**src/rtl/ugemm_pkg.sv**
```systemverilog
// Shared definitions for the uGEMM rate controller: FSM state encoding and
// the legal range of the RNG-to-accumulator pipeline latency.
package ugemm_pkg;

  typedef enum logic [2:0] {
    S_IDLE  = 3'd0,
    S_CLEAR = 3'd1,
    S_RUN   = 3'd2,
    S_DRAIN = 3'd3,
    S_FIN   = 3'd4
  } state_t;

  localparam int PIPE_LAT_MIN = 1;
  localparam int PIPE_LAT_MAX = 4;

endpackage

```
**src/rtl/rate_dly.sv**
```systemverilog
// Fixed-depth shift register that turns rng_en into acc_en. It shifts every
// cycle regardless of stall, so every issued step eventually reaches the
// accumulators. flush empties it so an aborted run leaves nothing in flight.
module rate_dly #(
  parameter int DEPTH = 2
) (
  input  logic clk,
  input  logic rst,
  input  logic flush,
  input  logic din,
  output logic dout
);

  logic [DEPTH-1:0] stage_reg;
  logic [DEPTH-1:0] stage_next;

  // Stage 0 loads din; every later stage loads its predecessor.
  for (genvar gi = 0; gi < DEPTH; gi++) begin : g_stage
    if (gi == 0) begin : g_first
      assign stage_next[gi] = din;
    end else begin : g_rest
      assign stage_next[gi] = stage_reg[gi-1];
    end
  end

  // Shift every cycle; flush wins over shifting.
  always_ff @(posedge clk or posedge rst) begin
    if (rst) begin
      stage_reg <= '0;
    end else if (flush) begin
      stage_reg <= '0;
    end else begin
      stage_reg <= stage_next;
    end
  end

  assign dout = stage_reg[DEPTH-1];

endmodule

```
**src/rtl/ugemm_rate_ctrl.sv**
```systemverilog
// Bitstream rate controller for a unary GEMM tile. Accepts one run request,
// clears the Sobol RNGs, issues 2^L step enables (stallable by hold), waits
// for the accumulator pipeline to drain, then pulses done.
module ugemm_rate_ctrl
  import ugemm_pkg::*;
#(
  parameter int WIDTH    = 8,
  parameter int LOGWIDTH = 3,
  parameter int PIPE_LAT = 2
) (
  input  logic                clk,
  input  logic                rst,
  input  logic                start_valid,
  output logic                start_ready,
  input  logic [LOGWIDTH:0]   len_log,
  input  logic                hold,
  input  logic                abort,
  output logic                rng_clr,
  output logic                rng_en,
  output logic                acc_en,
  output logic [WIDTH-1:0]    cyc_cnt,
  output logic                busy,
  output logic                done
);

  if (PIPE_LAT < PIPE_LAT_MIN || PIPE_LAT > PIPE_LAT_MAX) begin : g_bad_pipe_lat
    $error("ugemm_rate_ctrl: PIPE_LAT out of range");
  end

  localparam logic [LOGWIDTH:0] WIDTH_L    = (LOGWIDTH+1)'(WIDTH);
  localparam logic [1:0]        DRAIN_LAST = 2'(PIPE_LAT - 1);

  state_t              state_reg, state_next;
  logic [WIDTH-1:0]    cyc_cnt_reg;
  logic [WIDTH-1:0]    last_reg;
  logic [WIDTH-1:0]    last_next;
  logic [1:0]          drain_cnt_reg;
  logic [LOGWIDTH:0]   len_eff;
  logic                accept;
  logic                abort_act;
  logic                step;

  // Clamp the requested length to what the counter can express.
  assign len_eff = (len_log > WIDTH_L) ? WIDTH_L : len_log;

  // Index of the final step, N-1 = 2^L - 1, built as a thermometer mask so
  // L = WIDTH yields all ones without needing a WIDTH+1-bit intermediate.
  for (genvar gi = 0; gi < WIDTH; gi++) begin : g_last
    assign last_next[gi] = (len_eff > (LOGWIDTH+1)'(gi));
  end

  assign accept    = (state_reg == S_IDLE) && start_valid;
  assign abort_act = (state_reg != S_IDLE) && abort;
  // Stall and abort gate the step in the same cycle so the counter never
  // advances on a cycle that does not actually step the RNGs.
  assign step      = (state_reg == S_RUN) && !hold && !abort;

  // State register.
  always_ff @(posedge clk or posedge rst) begin
    if (rst) begin
      state_reg <= S_IDLE;
    end else begin
      state_reg <= state_next;
    end
  end

  // Next-state decode; abort overrides every non-idle transition.
  always_comb begin
    state_next = state_reg;
    case (state_reg)
      S_IDLE:  if (start_valid) state_next = S_CLEAR;
      S_CLEAR: state_next = S_RUN;
      S_RUN:   if (step && (cyc_cnt_reg == last_reg)) state_next = S_DRAIN;
      S_DRAIN: if (drain_cnt_reg == DRAIN_LAST) state_next = S_FIN;
      S_FIN:   state_next = S_IDLE;
      default: state_next = S_IDLE;
    endcase
    if (abort_act) begin
      state_next = S_IDLE;
    end
  end

  // Step counter (wraps naturally) and latched final-step index.
  always_ff @(posedge clk or posedge rst) begin
    if (rst) begin
      cyc_cnt_reg <= '0;
      last_reg    <= '0;
    end else if (accept) begin
      cyc_cnt_reg <= '0;
      last_reg    <= last_next;
    end else if (step) begin
      cyc_cnt_reg <= cyc_cnt_reg + 1'b1;
    end
  end

  // Counts cycles spent in DRAIN; held at zero elsewhere.
  always_ff @(posedge clk or posedge rst) begin
    if (rst) begin
      drain_cnt_reg <= '0;
    end else if (state_reg == S_DRAIN) begin
      drain_cnt_reg <= drain_cnt_reg + 1'b1;
    end else begin
      drain_cnt_reg <= '0;
    end
  end

  rate_dly #(
    .DEPTH (PIPE_LAT)
  ) u_acc_dly (
    .clk   (clk),
    .rst   (rst),
    .flush (abort_act),
    .din   (step),
    .dout  (acc_en)
  );

  assign start_ready = (state_reg == S_IDLE);
  assign busy        = (state_reg != S_IDLE);
  assign rng_clr     = (state_reg == S_CLEAR);
  assign done        = (state_reg == S_FIN);
  assign rng_en      = step;
  assign cyc_cnt     = cyc_cnt_reg;

endmodule

```
**config.mk**
```make
export PLATFORM = sky130hd
export DESIGN_NAME = ugemm_rate_ctrl
export DESIGN_NICKNAME = d
export VERILOG_FILES = /design/src/rtl/ugemm_pkg.sv /design/src/rtl/rate_dly.sv /design/src/rtl/ugemm_rate_ctrl.sv
export SDC_FILE = /design/constraint.sdc
export NUM_CORES = 1
export LEC_CHECK = 0
export ABC_AREA = 1
export CELL_PAD_IN_SITES_DETAIL_PLACEMENT = 1
export CELL_PAD_IN_SITES_GLOBAL_PLACEMENT = 2
export CORE_MARGIN = 2
export CORE_UTILIZATION = 29
export DETAILED_ROUTE_END_ITERATION = 10
export PLACE_DENSITY = 0.76
export SYNTH_ARGS = -nofsm -noshare
export SYNTH_HDL_FRONTEND = slang
export SYNTH_SLANG_ARGS = --single-unit
```
**constraint.sdc**
```tcl
create_clock -name clk -period 1.5 [get_ports clk]
set_input_delay 0.15 -clock clk [delete_from_list [all_inputs] [get_ports clk]]
set_output_delay 0.15 -clock clk [all_outputs]
set_load 0.05 [all_outputs]
```
==> impl_metrics.tcl, run 1 <==
set metrics [dict create \
    status "finished with violations" \
    violations "setup timing" \
    cp_max_fo 3 \
    synth_area_leaders "dfrtp_1 (46%), nand2_1 (12%), inv_1 (8.1%)" \
    fmax_mhz 659 \
    dp_hpwl_um 2550 \
    place_area_um2 1630 \
    cp.arrival_ns 1.37 \
    cts_sinks 23 \
    vias 1176 \
    antenna_found_initial 0 \
    cts_tree "yes" \
    synth_cells 160 \
    ys_ff_latch 23 \
    ir_drop_uv 636 \
    h-tree-depth 1 \
    first_pass_iters 4 \
    hold_viol 0 \
    drc 0 \
    worst_pin_slew_ns 0.327 \
    syn_area_per_cell_um2 7.84 \
    io_buffers 22 \
    numCtsBuffers 3 \
    initial_core_util_pct 30.7 \
    synth_common_cells "nand2_1 (40), inv_1 (27), dfrtp_1 (23)" \
    antennaDiodeCount 0 \
    die_area_um2 4870 \
    coreArea_um2 4090 \
    setup_slack_ns -0.0171 \
    syn_area_um2 1250 \
    worstSetupPathType "flop to output port" \
    grt_pass1_vias 1181 \
    yosys.area.top_type "dfrtp_1" \
    routedWlPerCell_um 13.1 \
    power.density_nw_per_um2 1760 \
    fillers 505 \
    period_needed_ns 1.52 \
    ant_nets 0 \
    finalSetupViolations 1 \
    timing.slew.headroom_pct 78.0 \
    area_growth_pct 45.2 \
    pin_count 23 \
    grt_overflow 0 \
    drive_gt1_share_pct 30.0 \
    synth_edf_count 0 \
    final_util_pct 44.5 \
    start_kind "flop" \
    clock_path_buffers 2 \
    stdcell_area_um2 1820 \
    rsz0062_at_grt "yes" \
    total_power_w 0.00321 \
    setup_tns_ns -0.0171 \
    clk_latency_ns 0.26 \
    synth.distinct_cells 25 \
    timing.clock.skew_ns 0.00352 \
    async_flop_share_pct 100 \
    synth_nets 171 \
    wirelength_um 3270 \
    worstPathCellList "nor2_4 -> buf_6 -> nand2_4 -> clkinvlp_4 -> buf_6 -> buf_12" \
    drtIter0Drc 47 \
    routed_via_density 4.70 \
    die_h_um 69.8 \
    worstPathRequired_ns 1.35 \
    rows 23 \
    synth_top_area_share_pct 45.9 \
    p_leak_nw 0.889 \
    grt_first_pass_wirelength_um 5530 \
    die-width_um 69.8 \
    hold_path.class "input pin to async pin" \
    grt_use_total_pct 14.1 \
    grt_start_max_net_pins 24 \
    fin_crit_sh_pct 101 \
    ys_warn_count 0 \
    cp_slowest_cell "dfrtp_2" \
    ys.flop_type "dfrtp_1" \
    slew_violations 0 \
    synth_seq_area_share_pct 45.9 \
    place_congestion 0.788 \
    cts_root_buf "clkbuf_8" \
    cap_viol_max_count 0 \
    nets 212 \
    hold_ws_ns 0.231 \
    slowest_delay_ns 0.43 \
    path_common_cell "buf_6" \
    synth.most_common_cell "nand2_1" \
    worst_setup_path_end_kind "output port" \
    path_clk_slew_ns 0.09 \
]
## power by group
part	total, W	internal (W)	leakage, nW	switching [W]
clock	0.000388	0.000185	0.0255	0.000203
combinational	0.00184	0.000799	0.571	0.00104
sequential	0.000987	0.000806	0.293	0.000181
## metal layers
| metal | GRT usage (%) | routed length [um] | up-vias | share of wire [%] |
|---|---|---|---|---|
| met3 | 2.18 | 89 | 2 | 2.7 |
| met1 | 18.5 | 1510 | 571 | 46 |
| li1 | - | - | 586 | - |
| met2 | 24.1 | 1660 | 17 | 51 |
| met5 | 0 | 0 | - | 0 |
| met4 | 3.85 | 17 | 0 | 0.52 |
## final timing paths
kind                                  start               end  slack [ns]  cells past startpoint
min reg2reg                drain_cnt_reg[0]  drain_cnt_reg[0]        0.44                      1
max                            state_reg[0]       start_ready       -0.02                      6
max in group asynchronous               rst      state_reg[1]        1.01                      3
min in group clk           drain_cnt_reg[0]  drain_cnt_reg[0]        0.44                      1
max reg2reg                    state_reg[0]        cyc_cnt[6]        0.05                      9
min                                     rst       last_reg[0]        0.23                      3
## stage by stage
step / setup slack, ns / instances
after floorplan: -0.219 / 160
after global placement: 0.0681 / 235
after detailed placement: -0.0216 / 235
after CTS: -0.00895 / 246
after global routing: -0.0770 / 250
final: -0.0171 / 250
## timing repair
item,4_1_cts,5_1_grt
setup endpoints to repair,2,17
resized for setup,4,16
buffers inserted,7,4
pin swaps,2,5
hold buffers,0,0
## final cells by class
class | instances | area, um2 | share of cell area [%]
sequential | 23 | 578 | 31.8
multi-input combinational | 108 | 628 | 34.5
clock buffer | 3 | 41.3 | 2.27
clock inverter | 1 | 5.00 | 0.275
tap | 50 | 62.6 | 3.44
inverter | 28 | 114 | 6.25
timing repair buffer | 37 | 392 | 21.5
## logic make-up after synthesis
| kind of cell | Yosys count | share of synthesized area [%] |
|---|---|---|
| fa+ha+maj | 2 | 2.00 |
| compound gates | 22 | 9.88 |
| xor+xnor | 5 | 3.49 |
| simple gates | 79 | 29.2 |
| flops | 23 | 45.9 |
| buf+inv | 29 | 9.48 |
## placed cells by master, fill, tap and decap left out, types with 2 or more instances in the layout
master | synthesis | final
buf_4 | 0 | 18
nor3_1 | 8 | 6
nand3_1 | 6 | 5
nand4_1 | 3 | 3
a21oi_1 | 3 | 2
o22ai_1 | 3 | 2
nand2_1 | 40 | 35
xnor2_1 | 4 | 4
clkbuf_8 | 1 | 3
o21ai_1 | 1 | 7
buf_6 | 0 | 5
dfrtp_2 | 0 | 2
nor3_4 | 1 | 2
inv_2 | 1 | 2
buf_12 | 0 | 6
dfrtp_1 | 23 | 21
nand2_4 | 2 | 4
ha_1 | 2 | 2
nand2_2 | 1 | 4
nor2_2 | 0 | 3
inv_1 | 27 | 24
o21ai_0 | 12 | 6
nor2_1 | 15 | 12
clkdlybuf4s50_1 | 0 | 8
## worst max-delay path, delay by kind of cell, from the launching register on
kind,cells,cell delay [ns]
DFF,1,0.43
and+or+nand+nor,2,0.21
buffers and inverters,4,0.45
Note: power is estimated with default switching activity, not from simulation.
==> inputs of run 2 (changes only) <==
- CORE_UTILIZATION: 29 -> 31
- PLACE_DENSITY: 0.76 -> 0.81
- clock period: 1.5 -> 1.85 ns (I/O delays scaled with it)
==> run 2 against run 1 <==
  * The flow now finishes without violations
  * Global-route usage up 1.6 points
  * Routed wire length shrank 5.3%
  * Clock skew up 0.0017 ns
  * Combinational power fell by 38%
  * Cell area shrank 12%
  * Via count shrank 4.7%
  * Critical path depth fell by 5
  * Sequential share of layout area is 4.3 points higher
  * Sequential power down 20%
  * Register-to-register slack better by 0.25 ns
  * Worst hold slack better by 0.026 ns
  * Critical path type unchanged
  * Critical endpoint is now cyc_cnt[3]
  * Highest routed layer unchanged
==> impl_metrics.tcl, run 2 (synthesized netlist as in run 1, its figures left out) <==
set metrics [dict create \
    status "completed" \
    rows 23 \
    ctsResizeCount 0 \
    start_kind "flop" \
    top_layer_used "met4" \
    cap_viol_max_count 0 \
    power_frac_seq_pct 34.9 \
    timing.slew.headroom_pct 66.6 \
    stdcell_area_um2 1600 \
    first_pass_iters 2 \
    cp_top_family "buffers and inverters" \
    timing.clock.skew_ns 0.00518 \
    path_clk_slew_ns 0.09 \
    p_leak_nw 0.762 \
    routed_via_density 4.75 \
    grt_use_total_pct 15.7 \
    die_area_um2 4570 \
    io_buffers 22 \
    fin_crit_sh_pct 95.0 \
    worstSetupPathType "flop to output port" \
    hold_ws_ns 0.257 \
    antennaDiodeCount 0 \
    layout_commonest_cell "nand2_1" \
    ant_nets 0 \
    rsz0062_at_grt "no" \
    r2r_slack_ns 0.30 \
    grt_overflow 0 \
    die_h_um 67.6 \
    p_int_w 0.00121 \
    clock_path_buffers 2 \
    grt_pass1_vias 1141 \
    grt_start_max_net_pins 24 \
    p_sw_share_pct 46.8 \
    fillers 483 \
    clk_latency_ns 0.27 \
    hold_path.class "input pin to async pin" \
    dp_cells 232 \
    place_area_um2 1550 \
    wl_met1_um 1490 \
    cts_root_buf "clkbuf_8" \
    dr_wl_met3_um 83 \
    slew_violations 0 \
    clkPwrFrac_pct 14.5 \
    coreArea_um2 3940 \
    worst_pin_slew_ns 0.500 \
    wirelength_um 3100 \
    area_growth_pct 27.2 \
    p_switching_w 0.00106 \
    dp_hpwl_um 2530 \
    nets 198 \
    hold_viol 0 \
    drtIter0Drc 49 \
    worstPathRequired_ns 1.66 \
    antenna_found_initial 0 \
    wl_met2_um 1500 \
    initial_core_util_pct 31.8 \
    cts_tree "yes" \
    fmax_mhz 569 \
    power.density_nw_per_um2 1420 \
    routedWlPerCell_um 13.1 \
    ir_drop_uv 378 \
    period_needed_ns 1.76 \
    cp_max_fo 6 \
    place_congestion 0.802 \
    worstPathCellList "clkdlybuf4s50_1" \
    combPwrFrac_pct 50.6 \
    grt_first_pass_wirelength_um 5280 \
    die-width_um 67.6 \
    layoutNonFillerInstCount 236 \
    layout_common_cells "nand2_1 (39), inv_1 (26), dfrtp_1 (23)" \
    drive_gt1_share_pct 11.3 \
    ctsHoldBuffers 0 \
    setup_tns_ns 0 \
    vias 1121 \
    cts_sinks 23 \
    h-tree-depth 1 \
    slowest_delay_ns 0.84 \
    post_cts_buffers 0 \
    pin_count 23 \
    worst_setup_path_end_kind "output port" \
    path_buf_inv 1 \
    cp_slowest_cell "clkdlybuf4s50_1" \
    numCtsBuffers 3 \
    drc 0 \
    finalSetupViolations 0 \
    cp.arrival_ns 1.57 \
]
==> run 2: changes by cell type in the layout (fill, tap and decap cells not counted), moves of 3 or more <==
cell | before | now
buf_4 | 18 | 4
clkdlybuf4s50_1 | 8 | 17
o21ai_0 | 6 | 12
o21ai_1 | 7 | 1
buf_6 | 5 | 0
buf_12 | 6 | 2
nand2_1 | 35 | 39
nor2_1 | 12 | 15
nor2_2 | 3 | 0
==> run 2: area by class of cell <==
cell class / count / area, um2 / area share, %
inverter: 28 / 109 / 6.82
timing repair buffer: 23 / 240 / 15.1
tap: 50 / 62.6 / 3.92
sequential: 23 / 576 / 36.1
multi-input combinational: 108 / 562 / 35.2
clock buffer: 3 / 41.3 / 2.59
clock inverter: 1 / 5.00 / 0.314
==> run 2: worst min-delay path, cell delays in order <==
cell and delay (ns):
clkdlybuf4s50_1 0.39, inv_1 0.05, buf_4 0.30
==> run 2: power groups by stage <==
| stage | clock network, W | registers [W] | logic, W |
|---|---|---|---|
| 3_3_place_gp | 0 | 0.000795 | 0.00113 |
| 5_1_grt | 0.000367 | 0.000821 | 0.00127 |
| 6_report | 0.000329 | 0.000793 | 0.00115 |
| 4_1_cts | 0.000335 | 0.000795 | 0.00117 |
| 3_5_place_dp | 0 | 0.000805 | 0.00117 |
| 2_1_floorplan | 0 | 0.000886 | 0.000707 |
==> run 2: metal layers <==
metal,vias up,track usage (%)
li1,559,-
met1,545,20.8
met2,15,26.2
met3,2,3.00
met4,0,3.83
met5,-,0
==> run 2: per-stage QoR <==
stage	setup slack (ns)	utilization, %	total power (W)
finish	0.0922	40.5	0.00227
global route	0.0414	40.5	0.00246
CTS	0.0851	40.5	0.00230
detailed placement	0.227	39.3	0.00197
global placement	0.283	39.3	0.00192
floorplan	0.0939	-	0.00159
==> run 2: worst paths after layout <==
check / endpoint / cells past startpoint / from
worst max-delay path: cyc_cnt[3] / 1 / cyc_cnt[3]
worst min-delay path: last_reg[4] / 3 / rst
worst max register to register: last_reg[0] / 6 / state_reg[0]
worst min register to register: drain_cnt_reg[0] / 1 / drain_cnt_reg[0]
max in group asynchronous: cyc_cnt[0] / 3 / rst
min in group clk: drain_cnt_reg[0] / 1 / drain_cnt_reg[0]
